$ cat config.mk
export PLATFORM = sky130hd
export DESIGN_NAME = ultrasonic_scan_scheduler
export DESIGN_NICKNAME = d
export VERILOG_FILES = /design/src/rtl/ultrasonic_pkg.sv /design/src/rtl/us_tick_gen.sv /design/src/rtl/ultrasonic_scan_scheduler.sv
export SDC_FILE = /design/constraint.sdc
export NUM_CORES = 1
export LEC_CHECK = 0
export BUFFER_PORTS_ARGS = -buffer_cell sky130_fd_sc_hd__buf_2
export CORE_UTILIZATION = 60
export CTS_CLUSTER_SIZE = 16
export DETAILED_ROUTE_END_ITERATION = 8
export GPL_ROUTABILITY_DRIVEN = 0
export PLACE_DENSITY = 0.8
export SLEW_MARGIN = 30
export SYNTH_ARGS = -nofsm -noshare
export SYNTH_HDL_FRONTEND = slang
export SYNTH_SLANG_ARGS = --single-unit
$ cat constraint.sdc
create_clock -name clk -period 3 [get_ports clk]
set_clock_uncertainty 0.05 [all_clocks]
set_input_delay 0.75 -clock clk [delete_from_list [all_inputs] [get_ports clk]]
set_output_delay 0.75 -clock clk [all_outputs]
set_load 0.05 [all_outputs]
$ cat src/rtl/ultrasonic_pkg.sv
`timescale 1ns/1ps
`default_nettype none
// ============================================================================
//  Module   : ultrasonic_pkg
//  Purpose  : Shared types and constants for the ultrasonic scan scheduler.
//             Holds the scheduler FSM state encoding, the measurement word
//             width and the sound-speed conversion constant.
//  Revision : 1.0  initial release
// ============================================================================
package ultrasonic_pkg;

    // Width of measurement words (echo width in us, state timers).
    localparam int MEAS_W = 16;

    // Round-trip echo time per centimetre of range, in microseconds.
    localparam int US_PER_CM = 58;

    typedef enum logic [2:0] {
        IDLE      = 3'd0,
        TRIG      = 3'd1,
        WAIT_RISE = 3'd2,
        MEASURE   = 3'd3,
        GUARD     = 3'd4
    } state_t;

endpackage
`default_nettype wire

$ cat src/rtl/us_tick_gen.sv
`timescale 1ns/1ps
`default_nettype none
// ============================================================================
//  Module   : us_tick_gen
//  Purpose  : Microsecond prescaler. Counts 0..CYCLES_PER_US-1 and raises
//             tick for one cycle on the terminal count. clear forces the
//             count back to 0 so every FSM state starts on a fresh
//             microsecond boundary.
//  Ports    : clk   in  system clock
//             rst   in  asynchronous active-high reset
//             clear in  restart the count at 0 on the next edge
//             tick  out one-cycle pulse on terminal count
//  Revision : 1.0  initial release
// ============================================================================
module us_tick_gen
    import ultrasonic_pkg::*;
#(
    parameter int CYCLES_PER_US = 100
) (
    input  logic clk,
    input  logic rst,
    input  logic clear,
    output logic tick
);

    localparam int CNT_W = (CYCLES_PER_US > 1) ? $clog2(CYCLES_PER_US) : 1;
    localparam logic [CNT_W-1:0] C_TERM = CNT_W'(CYCLES_PER_US - 1);

    logic [CNT_W-1:0] r_cnt;

    always_ff @(posedge clk or posedge rst) begin
        if (rst) begin
            r_cnt <= '0;
        end else if (clear || (r_cnt == C_TERM)) begin
            r_cnt <= '0;
        end else begin
            r_cnt <= r_cnt + CNT_W'(1);
        end
    end

    // Left ungated by clear: the FSM uses this very tick to decide when to
    // change state, and that state change is what drives clear.
    assign tick = (r_cnt == C_TERM);

endmodule
`default_nettype wire

$ cat src/rtl/ultrasonic_scan_scheduler.sv
`timescale 1ns/1ps
`default_nettype none
// ============================================================================
//  Module   : ultrasonic_scan_scheduler
//  Purpose  : Round-robin scheduler for NUM_SENSORS HC-SR04 style rangers.
//             Fires one sensor at a time, times its echo in microseconds,
//             reports each measurement as a one-cycle beat and keeps a
//             per-sensor crash flag (object inside the NEAR..FAR window).
//  Ports    : clk          in  system clock
//             rst          in  asynchronous active-high reset
//             enable       in  scanning permitted
//             trigger      out one-hot trigger pulses to the rangers
//             echo         in  raw asynchronous echo lines
//             meas_valid   out one-cycle pulse, measurement completed
//             meas_id      out sensor index of the measurement
//             meas_us      out echo width in us
//             meas_timeout out measurement ended by timeout
//             is_crash     out registered per-sensor crash flags
//             busy         out FSM not in IDLE
//  Revision : 1.0  initial release
// ============================================================================
module ultrasonic_scan_scheduler
    import ultrasonic_pkg::*;
#(
    parameter int NUM_SENSORS   = 4,
    parameter int CYCLES_PER_US = 100,
    parameter int TRIG_US       = 10,
    parameter int WAIT_RISE_US  = 500,
    parameter int ECHO_MAX_US   = 30000,
    parameter int GUARD_US      = 60000,
    parameter int NEAR_US       = 348,
    parameter int FAR_US        = 870,
    localparam int IDX_W        = (NUM_SENSORS > 1) ? $clog2(NUM_SENSORS) : 1
) (
    input  logic                   clk,
    input  logic                   rst,
    input  logic                   enable,
    output logic [NUM_SENSORS-1:0] trigger,
    input  logic [NUM_SENSORS-1:0] echo,
    output logic                   meas_valid,
    output logic [IDX_W-1:0]       meas_id,
    output logic [MEAS_W-1:0]      meas_us,
    output logic                   meas_timeout,
    output logic [NUM_SENSORS-1:0] is_crash,
    output logic                   busy
);

    localparam logic [MEAS_W-1:0] C_TRIG_LAST  = MEAS_W'(TRIG_US - 1);
    localparam logic [MEAS_W-1:0] C_WAIT_LAST  = MEAS_W'(WAIT_RISE_US - 1);
    localparam logic [MEAS_W-1:0] C_GUARD_LAST = MEAS_W'(GUARD_US - 1);
    localparam logic [MEAS_W-1:0] C_ECHO_MAX   = MEAS_W'(ECHO_MAX_US);
    localparam logic [MEAS_W-1:0] C_NEAR       = MEAS_W'(NEAR_US);
    localparam logic [MEAS_W-1:0] C_FAR        = MEAS_W'(FAR_US);
    localparam logic [IDX_W-1:0]  C_LAST_IDX   = IDX_W'(NUM_SENSORS - 1);

    state_t                   r_state, w_state_next;
    logic [IDX_W-1:0]         r_idx, w_idx_next;
    logic [MEAS_W-1:0]        r_cnt;
    logic [NUM_SENSORS-1:0]   r_sync1, r_sync2;
    logic                     r_echo_cur, r_echo_prev;
    logic [NUM_SENSORS-1:0]   r_trigger;
    logic                     r_meas_valid;
    logic [IDX_W-1:0]         r_meas_id;
    logic [MEAS_W-1:0]        r_meas_us;
    logic                     r_meas_timeout;
    logic [NUM_SENSORS-1:0]   r_is_crash;

    logic                     w_tick;
    logic                     w_clear;
    logic                     w_fall;
    logic                     w_cnt_step;
    logic [MEAS_W-1:0]        w_cnt_plus;
    logic                     w_complete;
    logic                     w_timeout;
    logic [MEAS_W-1:0]        w_result;
    logic                     w_crash;

    us_tick_gen #(
        .CYCLES_PER_US (CYCLES_PER_US)
    ) u_tick (
        .clk   (clk),
        .rst   (rst),
        .clear (w_clear),
        .tick  (w_tick)
    );

    // Every state entry restarts both the prescaler and the state timer.
    assign w_clear    = (w_state_next != r_state);
    assign w_cnt_plus = r_cnt + MEAS_W'(1);
    // r_echo_cur is the registered edge-detect stage behind the 2-FF
    // synchronizer, so a pin fall reaches meas_valid in exactly 4 cycles.
    assign w_fall     = r_echo_prev & ~r_echo_cur;
    assign w_crash    = !w_timeout && (w_result >= C_NEAR) && (w_result <= C_FAR);

    always_ff @(posedge clk or posedge rst) begin
        if (rst) begin
            r_state <= IDLE;
            r_idx   <= '0;
        end else begin
            r_state <= w_state_next;
            r_idx   <= w_idx_next;
        end
    end

    always_comb begin
        w_state_next = r_state;
        w_idx_next   = r_idx;
        w_cnt_step   = 1'b0;
        w_complete   = 1'b0;
        w_timeout    = 1'b0;
        w_result     = '0;
        case (r_state)
            IDLE: begin
                if (enable) begin
                    w_state_next = TRIG;
                end
            end
            TRIG: begin
                w_cnt_step = w_tick;
                if (w_tick && (r_cnt == C_TRIG_LAST)) begin
                    w_state_next = WAIT_RISE;
                end
            end
            WAIT_RISE: begin
                w_cnt_step = w_tick;
                // A line already high on entry is taken as the rise.
                if (r_echo_cur) begin
                    w_state_next = MEASURE;
                end else if (w_tick && (r_cnt == C_WAIT_LAST)) begin
                    w_complete   = 1'b1;
                    w_timeout    = 1'b1;
                    w_state_next = GUARD;
                end
            end
            MEASURE: begin
                // Counting on the delayed echo lines the count window up
                // with MEASURE entry, so an echo of exactly N us reads N
                // and the last tick can land in the fall-detect cycle.
                w_cnt_step = w_tick & r_echo_prev;
                if (w_cnt_step && (w_cnt_plus == C_ECHO_MAX)) begin
                    w_complete   = 1'b1;
                    w_timeout    = 1'b1;
                    w_result     = C_ECHO_MAX;
                    w_state_next = GUARD;
                end else if (w_fall) begin
                    w_complete   = 1'b1;
                    w_result     = w_cnt_step ? w_cnt_plus : r_cnt;
                    w_state_next = GUARD;
                end
            end
            GUARD: begin
                w_cnt_step = w_tick;
                if (w_tick && (r_cnt == C_GUARD_LAST)) begin
                    w_idx_next   = (r_idx == C_LAST_IDX) ? '0 : r_idx + IDX_W'(1);
                    w_state_next = enable ? TRIG : IDLE;
                end
            end
            default: begin
                w_state_next = IDLE;
            end
        endcase
    end

    always_ff @(posedge clk or posedge rst) begin
        if (rst) begin
            r_sync1        <= '0;
            r_sync2        <= '0;
            r_echo_cur     <= 1'b0;
            r_echo_prev    <= 1'b0;
            r_cnt          <= '0;
            r_trigger      <= '0;
            r_meas_valid   <= 1'b0;
            r_meas_id      <= '0;
            r_meas_us      <= '0;
            r_meas_timeout <= 1'b0;
            r_is_crash     <= '0;
        end else begin
            r_sync1     <= echo;
            r_sync2     <= r_sync1;
            r_echo_cur  <= r_sync2[r_idx];
            r_echo_prev <= r_echo_cur;

            if (w_clear) begin
                r_cnt <= '0;
            end else if (w_cnt_step) begin
                r_cnt <= w_cnt_plus;
            end

            // Registered from the next state so the pulse is glitch-free
            // and spans exactly the cycles spent in TRIG.
            r_trigger <= (w_state_next == TRIG) ? (NUM_SENSORS'(1) << w_idx_next) : '0;

            r_meas_valid <= w_complete;
            if (w_complete) begin
                r_meas_id          <= r_idx;
                r_meas_us          <= w_result;
                r_meas_timeout     <= w_timeout;
                r_is_crash[r_idx]  <= w_crash;
            end
        end
    end

    assign trigger      = r_trigger;
    assign meas_valid   = r_meas_valid;
    assign meas_id      = r_meas_id;
    assign meas_us      = r_meas_us;
    assign meas_timeout = r_meas_timeout;
    assign is_crash     = r_is_crash;
    assign busy         = (r_state != IDLE);

endmodule
`default_nettype wire

==> results of run 1 <==
final cells by class:
cell class / instances / area (µm²)
tap: 75 / 93.84
multi-input combinational: 313 / 2047
clock inverter: 7 / 100.1
fill: 449 / 1562
timing repair buffer: 71 / 457.9
sequential: 66 / 1652
clock buffer: 9 / 123.9
inverter: 16 / 60.06
timing repair:
action	4_1_cts	5_1_grt
setup endpoints to repair	0	21
buffers inserted	0	0
resized for setup	0	1
cell families (layout without fill, tap and decap cells):
family	Yosys count	count (layout)
flip-flops	66	66
buffers and inverters	46	103
AO/OA/AOI/OAI	80	80
multiplexers	6	6
AND/OR/NAND/NOR	187	187
adder cells (fa/ha/maj)	8	8
XOR/XNOR	32	32
state kept, by name, summed over array words and instances (netlist names):
name	flops
is_crash	4
meas_id	2
meas_timeout	1
meas_us	16
meas_valid	1
r_cnt	16
r_echo_cur	1
r_echo_prev	1
r_idx	2
r_state	3
r_sync1	4
r_sync2	4
trigger	4
u_tick.r_cnt	7
critical path, stage by stage (launching register included):
cell                       delay (ns)
sky130_fd_sc_hd__dfrtp_1         0.37
sky130_fd_sc_hd__ha_1            0.30
sky130_fd_sc_hd__nand4_1         0.15
sky130_fd_sc_hd__or3_1           0.36
sky130_fd_sc_hd__a221o_1         0.39
sky130_fd_sc_hd__nor3_4          0.27
sky130_fd_sc_hd__a31oi_2         0.13
sky130_fd_sc_hd__nand3b_4        0.30
sky130_fd_sc_hd__mux2_1          0.40
worst min-delay path by stage:
stage	startpoint	end	slack [ns]	cells after the start
after detailed placement	r_sync1[3]	r_sync2[3]	0.29	0
after floorplan	r_sync1[0]	r_sync2[0]	0.28	0
after global routing	r_sync1[0]	r_sync2[0]	0.31	0
final	r_sync1[3]	r_sync2[3]	0.31	0
after global placement	r_sync1[2]	r_sync2[2]	0.28	0
after CTS	r_sync1[3]	r_sync2[3]	0.31	0
through the flow:
step | utilization | total power [mW]
after floorplan | - | 0.9369
after global placement | 0.7061 | 0.9521
after detailed placement | 0.7061 | 0.9534
after CTS | 0.7428 | 1.795
after global routing | 0.7438 | 1.843
final | 0.7438 | 1.787
where the power goes:
part | switching, mW | internal, mW
logic | 0.0254 | 0.0103
clock network | 0.377 | 0.475
registers | 0.00333 | 0.896
total | 0.406 | 1.38
layer usage:
| layer | global-route usage | up-vias | routed length, µm |
|---|---|---|---|
| met5 | 0 | - | 0 |
| met4 | 0.1586 | 0 | 350 |
| met3 | 0.05604 | 40 | 823 |
| met2 | 0.4950 | 211 | 4691 |
| met1 | 0.4876 | 1695 | 4396 |
| li1 | - | 1647 | - |
placed cells by master, fill, tap and decap left out, drive strengths merged, types with 4 or more instances in the layout:
cell type,n
clkbuf,9
a21oi,9
nand3,22
nor4,6
and4,7
a211o,5
ha,8
nand3b,5
a21o,8
inv,18
buf,71
nor3,18
or4,6
nand4,13
or3,5
xnor2,24
nand2,28
xor2,8
nor2,53
o21ai,25
dfrtp,66
o2bb2ai,4
==> flow_metrics.tcl, run 1 <==
set metrics [dict create \
    status "finished clean" \
    fmax_mhz 353.4 \
    diodes 0 \
    synth.cell_area_um2 3892 \
    timing.hold.ws_ns 0.3081 \
    design.die.area_um2 6814 \
    drt.antenna.violating_nets 0 \
    cts_num_sinks 66 \
    initial_utilization 0.6385 \
    timing_max_transition_violations_final 0 \
    drt_first_pass_iters 5 \
    setup_ws_ns 0.1700 \
    die_y_um 82.55 \
    synth.mux.area_fraction 0.01929 \
    dr_total_vias 3593 \
    routed_via_density 6.451 \
    htree_levels 3 \
    routedWlPerCell_um 18.42 \
    instances_no_fill 557 \
    layout.nets 492 \
    first_global_vias 3415 \
    grt_setup_unrepaired "false" \
    peakVddDrop_v 0.0003438 \
    route.detailed.drc 0 \
    synth-xor-area-share 0.07200 \
    yosys_warnings 0 \
    layout-drive-gt1-share 0.2033 \
    die_w_um 82.55 \
    cts_root_buf "sky130_fd_sc_hd__clkbuf_8" \
    finalWorstPathRequiredPeriod_ns 2.830 \
    final-setup-viol-count 0 \
    ys_seq_elements 66 \
    synth-adder-area-share 0.02572 \
    pre_cts_ws_ns 0.1420 \
    grt_pass1_wl_mm 16.92 \
    io-pin-count 36 \
    yosysUniqueCellTypes 65 \
    globalRoute.totalOverflow 0 \
    hpwl_mm 7.264 \
    final_min_period_over_clock_period 0.9433 \
    yosys.cell_count.top_type "sky130_fd_sc_hd__dfrtp_1" \
    maxCapViolations 0 \
    crit_path_end_kind "flip-flop" \
    synth-seq-area-share 0.4243 \
    drt-total-wl_mm 10.26 \
    grt.total_usage 0.3381 \
    cts-hold-fix-buffers 0 \
    reg2regPathDepth 8 \
    leakage_power_total_nw 2.269 \
    cts.clk_slew.worst_paths_ns 0.08 \
    net_count_synth 440 \
    largest_family_of_logic_cells_by_synthesized_area "simple AND/OR/NAND/NOR gates" \
    worst_slew_margin_rel 0.5824 \
    compound_gate_portion_of_the_synthesized_area 0.1446 \
    drt_iter0_markers 358 \
    num_rows 28 \
    worst_slew_pin_slew_ns 0.6242 \
    endpoint "meas_id[1]" \
    synth_instances 425 \
    synth_top_cells_by_count "sky130_fd_sc_hd__dfrtp_1, sky130_fd_sc_hd__nor2_1, sky130_fd_sc_hd__nand2_1" \
    fin_tns_setup_ns 0 \
    pwr_cell_area_nw_per_um2 394.0 \
    source_to_sink_clock_delay_at_the_later_pin_of_the_worst_skew_pair_ns 0.35 \
    cts_max_path_buffers 2 \
    floorplan.core_area_um2 6096 \
    synthTopCellsByArea "sky130_fd_sc_hd__dfrtp_1, sky130_fd_sc_hd__xnor2_1, sky130_fd_sc_hd__nor2_1" \
    grt_start_max_net_pins 27 \
    critPathArrivalTime_ns 3.02 \
    crit_fanout 18 \
    buffer_ports.inserted 35 \
    reg2reg_setup_slack_ns 0.17 \
    required_ns 3.19 \
    synthToLayoutAreaGrowth_pct 16.49 \
    place.detailed.instances 541 \
    cell_area_placed_um2 4304 \
    numCtsBuffers 9 \
    share_of_async_settable_or_async_resettable_flops_after_synthesis 1.000 \
    post_synth.cell_area_avg_um2 9.159 \
    initial_antenna_violation_count 0 \
    final_area_um2 4534 \
    hold_viol_final 0 \
    synth_top_area_share 0.4243 \
    tritoncts_clock_tree "yes" \
    worstSetupStartpointType "flip-flop" \
    synthFlopType "sky130_fd_sc_hd__dfrtp_1" \
    post_synthesis_share_of_cell_area_spent_on_and_or_nand_and_nor_gates 0.2626 \
    synth_enable_flop_cells 0 \
    crit_start "r_cnt[1]" \
    worstReg2RegStart "r_cnt[1]" \
    holdCritPathClass "reg2reg" \
    reg2reg_to "meas_id[1]" \
    critPathKind "reg2reg" \
    synth_top_area_cell "sky130_fd_sc_hd__dfrtp_1" \
]
(Power assumes the default switching activity.)
==> run 2, diff against run 1 <==
--- a/config.mk
+++ b/config.mk
@@ -6,11 +6,11 @@
 export NUM_CORES = 1
 export LEC_CHECK = 0
 export BUFFER_PORTS_ARGS = -buffer_cell sky130_fd_sc_hd__buf_2
-export CORE_UTILIZATION = 60
+export CORE_UTILIZATION = 54
 export CTS_CLUSTER_SIZE = 16
 export DETAILED_ROUTE_END_ITERATION = 8
 export GPL_ROUTABILITY_DRIVEN = 0
-export PLACE_DENSITY = 0.8
+export PLACE_DENSITY = 0.76
 export SLEW_MARGIN = 30
 export SYNTH_ARGS = -nofsm -noshare
 export SYNTH_HDL_FRONTEND = slang
==> constraint.sdc (replaced) <==
create_clock -name clk -period 2.6 [get_ports clk]
set_clock_uncertainty 0.05 [all_clocks]
set_input_delay 0.65 -clock clk [delete_from_list [all_inputs] [get_ports clk]]
set_output_delay 0.65 -clock clk [all_outputs]
set_load 0.05 [all_outputs]
==> run 2 against run 1 <==
The flow now finishes with violations (negative setup slack). Clock power up 5.2%. Highest routed layer unchanged. Global-route usage down 1.6 points. Clock-buffer cell count up 1. Combinational power up 40%. Final area up 15%. Register-to-register slack worse by 0.25 ns. Maximum frequency up 5.5%. Sequential power up 16%.
==> flow_metrics.tcl, run 2 (same netlist as run 1, synthesis figures left out) <==
set metrics [dict create \
    status "finished with violations" \
    failing_checks "negative setup slack" \
    net_load_switching_power_uw 463.5 \
    numCtsBuffers 9 \
    layout-drive-gt1-share 0.3391 \
    dr_total_vias 3970 \
    hold_viol_final 0 \
    cts_num_sinks 66 \
    reg2reg_setup_slack_ns -0.08 \
    leakage_power_total_nw 2.550 \
    cell_internal_pwr_mw 1.520 \
    drt.antenna.violating_nets 0 \
    required_ns 2.80 \
    layout.cells.most_common_list "sky130_fd_sc_hd__dfrtp_1, sky130_fd_sc_hd__buf_4, sky130_fd_sc_hd__nor2_1, sky130_fd_sc_hd__buf_2, sky130_fd_sc_hd__nand2_1" \
    worstSetupStartpointType "flip-flop" \
    cts.clk_slew.worst_paths_ns 0.08 \
    worstReg2RegStart "r_cnt[0]" \
    die_w_um 86.90 \
    fin_tns_setup_ns -1.814 \
    first_global_vias 3575 \
    initial_utilization 0.5667 \
    drt_iter0_markers 581 \
    initial_antenna_violation_count 0 \
    maxCapViolations 0 \
    holdCritPathClass "in2async" \
    switching_share 0.2337 \
    worst_slew_margin_rel 0.4597 \
    layout.nets 529 \
    synthToLayoutAreaGrowth_pct 34.14 \
    critPathKind "reg2reg" \
    htree_levels 3 \
    fmax_mhz 372.9 \
    comb_power_share 0.025 \
    layout.core_utilization 0.7601 \
    finalWorstPathRequiredPeriod_ns 2.682 \
    crit_path_end_kind "flip-flop" \
    diodes 0 \
    worst_slew_pin_slew_ns 0.8074 \
    critPathArrivalTime_ns 2.88 \
    timing_max_transition_violations_final 0 \
    power_frac_seq 0.523 \
    drt-total-wl_mm 12.80 \
    floorplan.core_area_um2 6869 \
    cts_max_path_buffers 2 \
    hpwl_mm 8.104 \
    globalRoute.totalOverflow 0 \
    routedWlPerCell_um 20.82 \
    grt_setup_unrepaired "true" \
    final-setup-viol-count 35 \
    source_to_sink_clock_delay_at_the_later_pin_of_the_worst_skew_pair_ns 0.36 \
    design.die.area_um2 7552 \
    die_y_um 86.90 \
    reg2regPathDepth 10 \
    io-pin-count 36 \
    grt_pass1_wl_mm 18.29 \
    pwr_cell_area_nw_per_um2 379.9 \
    cell_area_placed_um2 4609 \
    setup_ws_ns -0.08201 \
    drt_first_pass_iters 6 \
    grt.total_usage 0.3219 \
    crit_fanout 8 \
    final_min_period_over_clock_period 1.032 \
    routed_via_density 6.455 \
    final_area_um2 5221 \
    cts-hold-fix-buffers 0 \
    pre_cts_ws_ns -0.1141 \
    cts_root_buf "sky130_fd_sc_hd__clkbuf_8" \
    num_rows 30 \
    buffer_ports.inserted 35 \
    peakVddDrop_v 0.0003418 \
    clock_power_share 0.452 \
    grt_start_max_net_pins 40 \
    tritoncts_clock_tree "yes" \
    total_power_mw 1.984 \
    reg2reg_to "meas_id[1]" \
    route.detailed.drc 0 \
    layout_commonest_cell "sky130_fd_sc_hd__dfrtp_1" \
]
run 2: per-layer routing:
metal	track usage	routed length, µm	vias to the layer above
li1	-	-	1706
met1	0.4406	5030	1895
met2	0.4925	5871	303
met3	0.07393	1365	66
met4	0.1348	537	0
met5	0	0	-
run 2: layout make-up:
| type | instances | area [µm²] |
|---|---|---|
| clock buffer | 10 | 137.6 |
| tap | 96 | 120.1 |
| clock inverter | 6 | 65.06 |
| fill | 448 | 1648 |
| multi-input combinational | 314 | 2369 |
| timing repair buffer | 107 | 814.5 |
| inverter | 16 | 62.56 |
| sequential | 66 | 1653 |
run 2: timing repair:
item | CTS | global route
setup buffers | 2 | 9
gates cloned | 1 | 1
endpoints found under the hold margin | 0 | 0
resized for setup | 5 | 55
endpoints found under the setup margin | 21 | 48
pin swaps | 1 | 12
run 2: worst max-delay path by stage:
stage	from	endpoint	slack, ns	depth (start not counted)
2_1_floorplan	r_cnt[0]	meas_us[6]	-0.007	10
5_1_grt	r_cnt[0]	meas_us[1]	-0.18	11
4_1_cts	u_tick.r_cnt[0]	meas_id[1]	-0.04	8
6_report	r_cnt[0]	meas_id[1]	-0.08	10
3_3_place_gp	u_tick.r_cnt[3]	meas_id[1]	-0.04	7
3_5_place_dp	r_cnt[1]	r_cnt[9]	-0.11	8
run 2: per-stage QoR:
step,cells,hold WS [ns]
6_report,615,0.2980
5_1_grt,615,0.3125
4_1_cts,605,0.3083
3_5_place_dp,586,0.2935
3_3_place_gp,586,0.2819
2_1_floorplan,425,0.2812
run 2: critical path: stages, from the launching register on:
cell and delay (ns):
sky130_fd_sc_hd__dfrtp_1 0.43, sky130_fd_sc_hd__buf_6 0.14, sky130_fd_sc_hd__buf_4 0.16, sky130_fd_sc_hd__nand3_2 0.19, sky130_fd_sc_hd__nor4b_2 0.30, sky130_fd_sc_hd__a21oi_1 0.11
sky130_fd_sc_hd__a211oi_2 0.29, sky130_fd_sc_hd__buf_4 0.16, sky130_fd_sc_hd__a31oi_4 0.10, sky130_fd_sc_hd__nand3b_4 0.28, sky130_fd_sc_hd__mux2_4 0.36
run 2: power by group through the flow:
stage / Clock (mW) / Sequential [mW] / Combinational, mW
floorplan: 0 / 1.06 / 0.0261
global placement: 0 / 1.06 / 0.0448
detailed placement: 0 / 1.06 / 0.0463
CTS: 0.901 / 1.04 / 0.0491
global route: 0.939 / 1.04 / 0.0564
finish: 0.896 / 1.04 / 0.0499
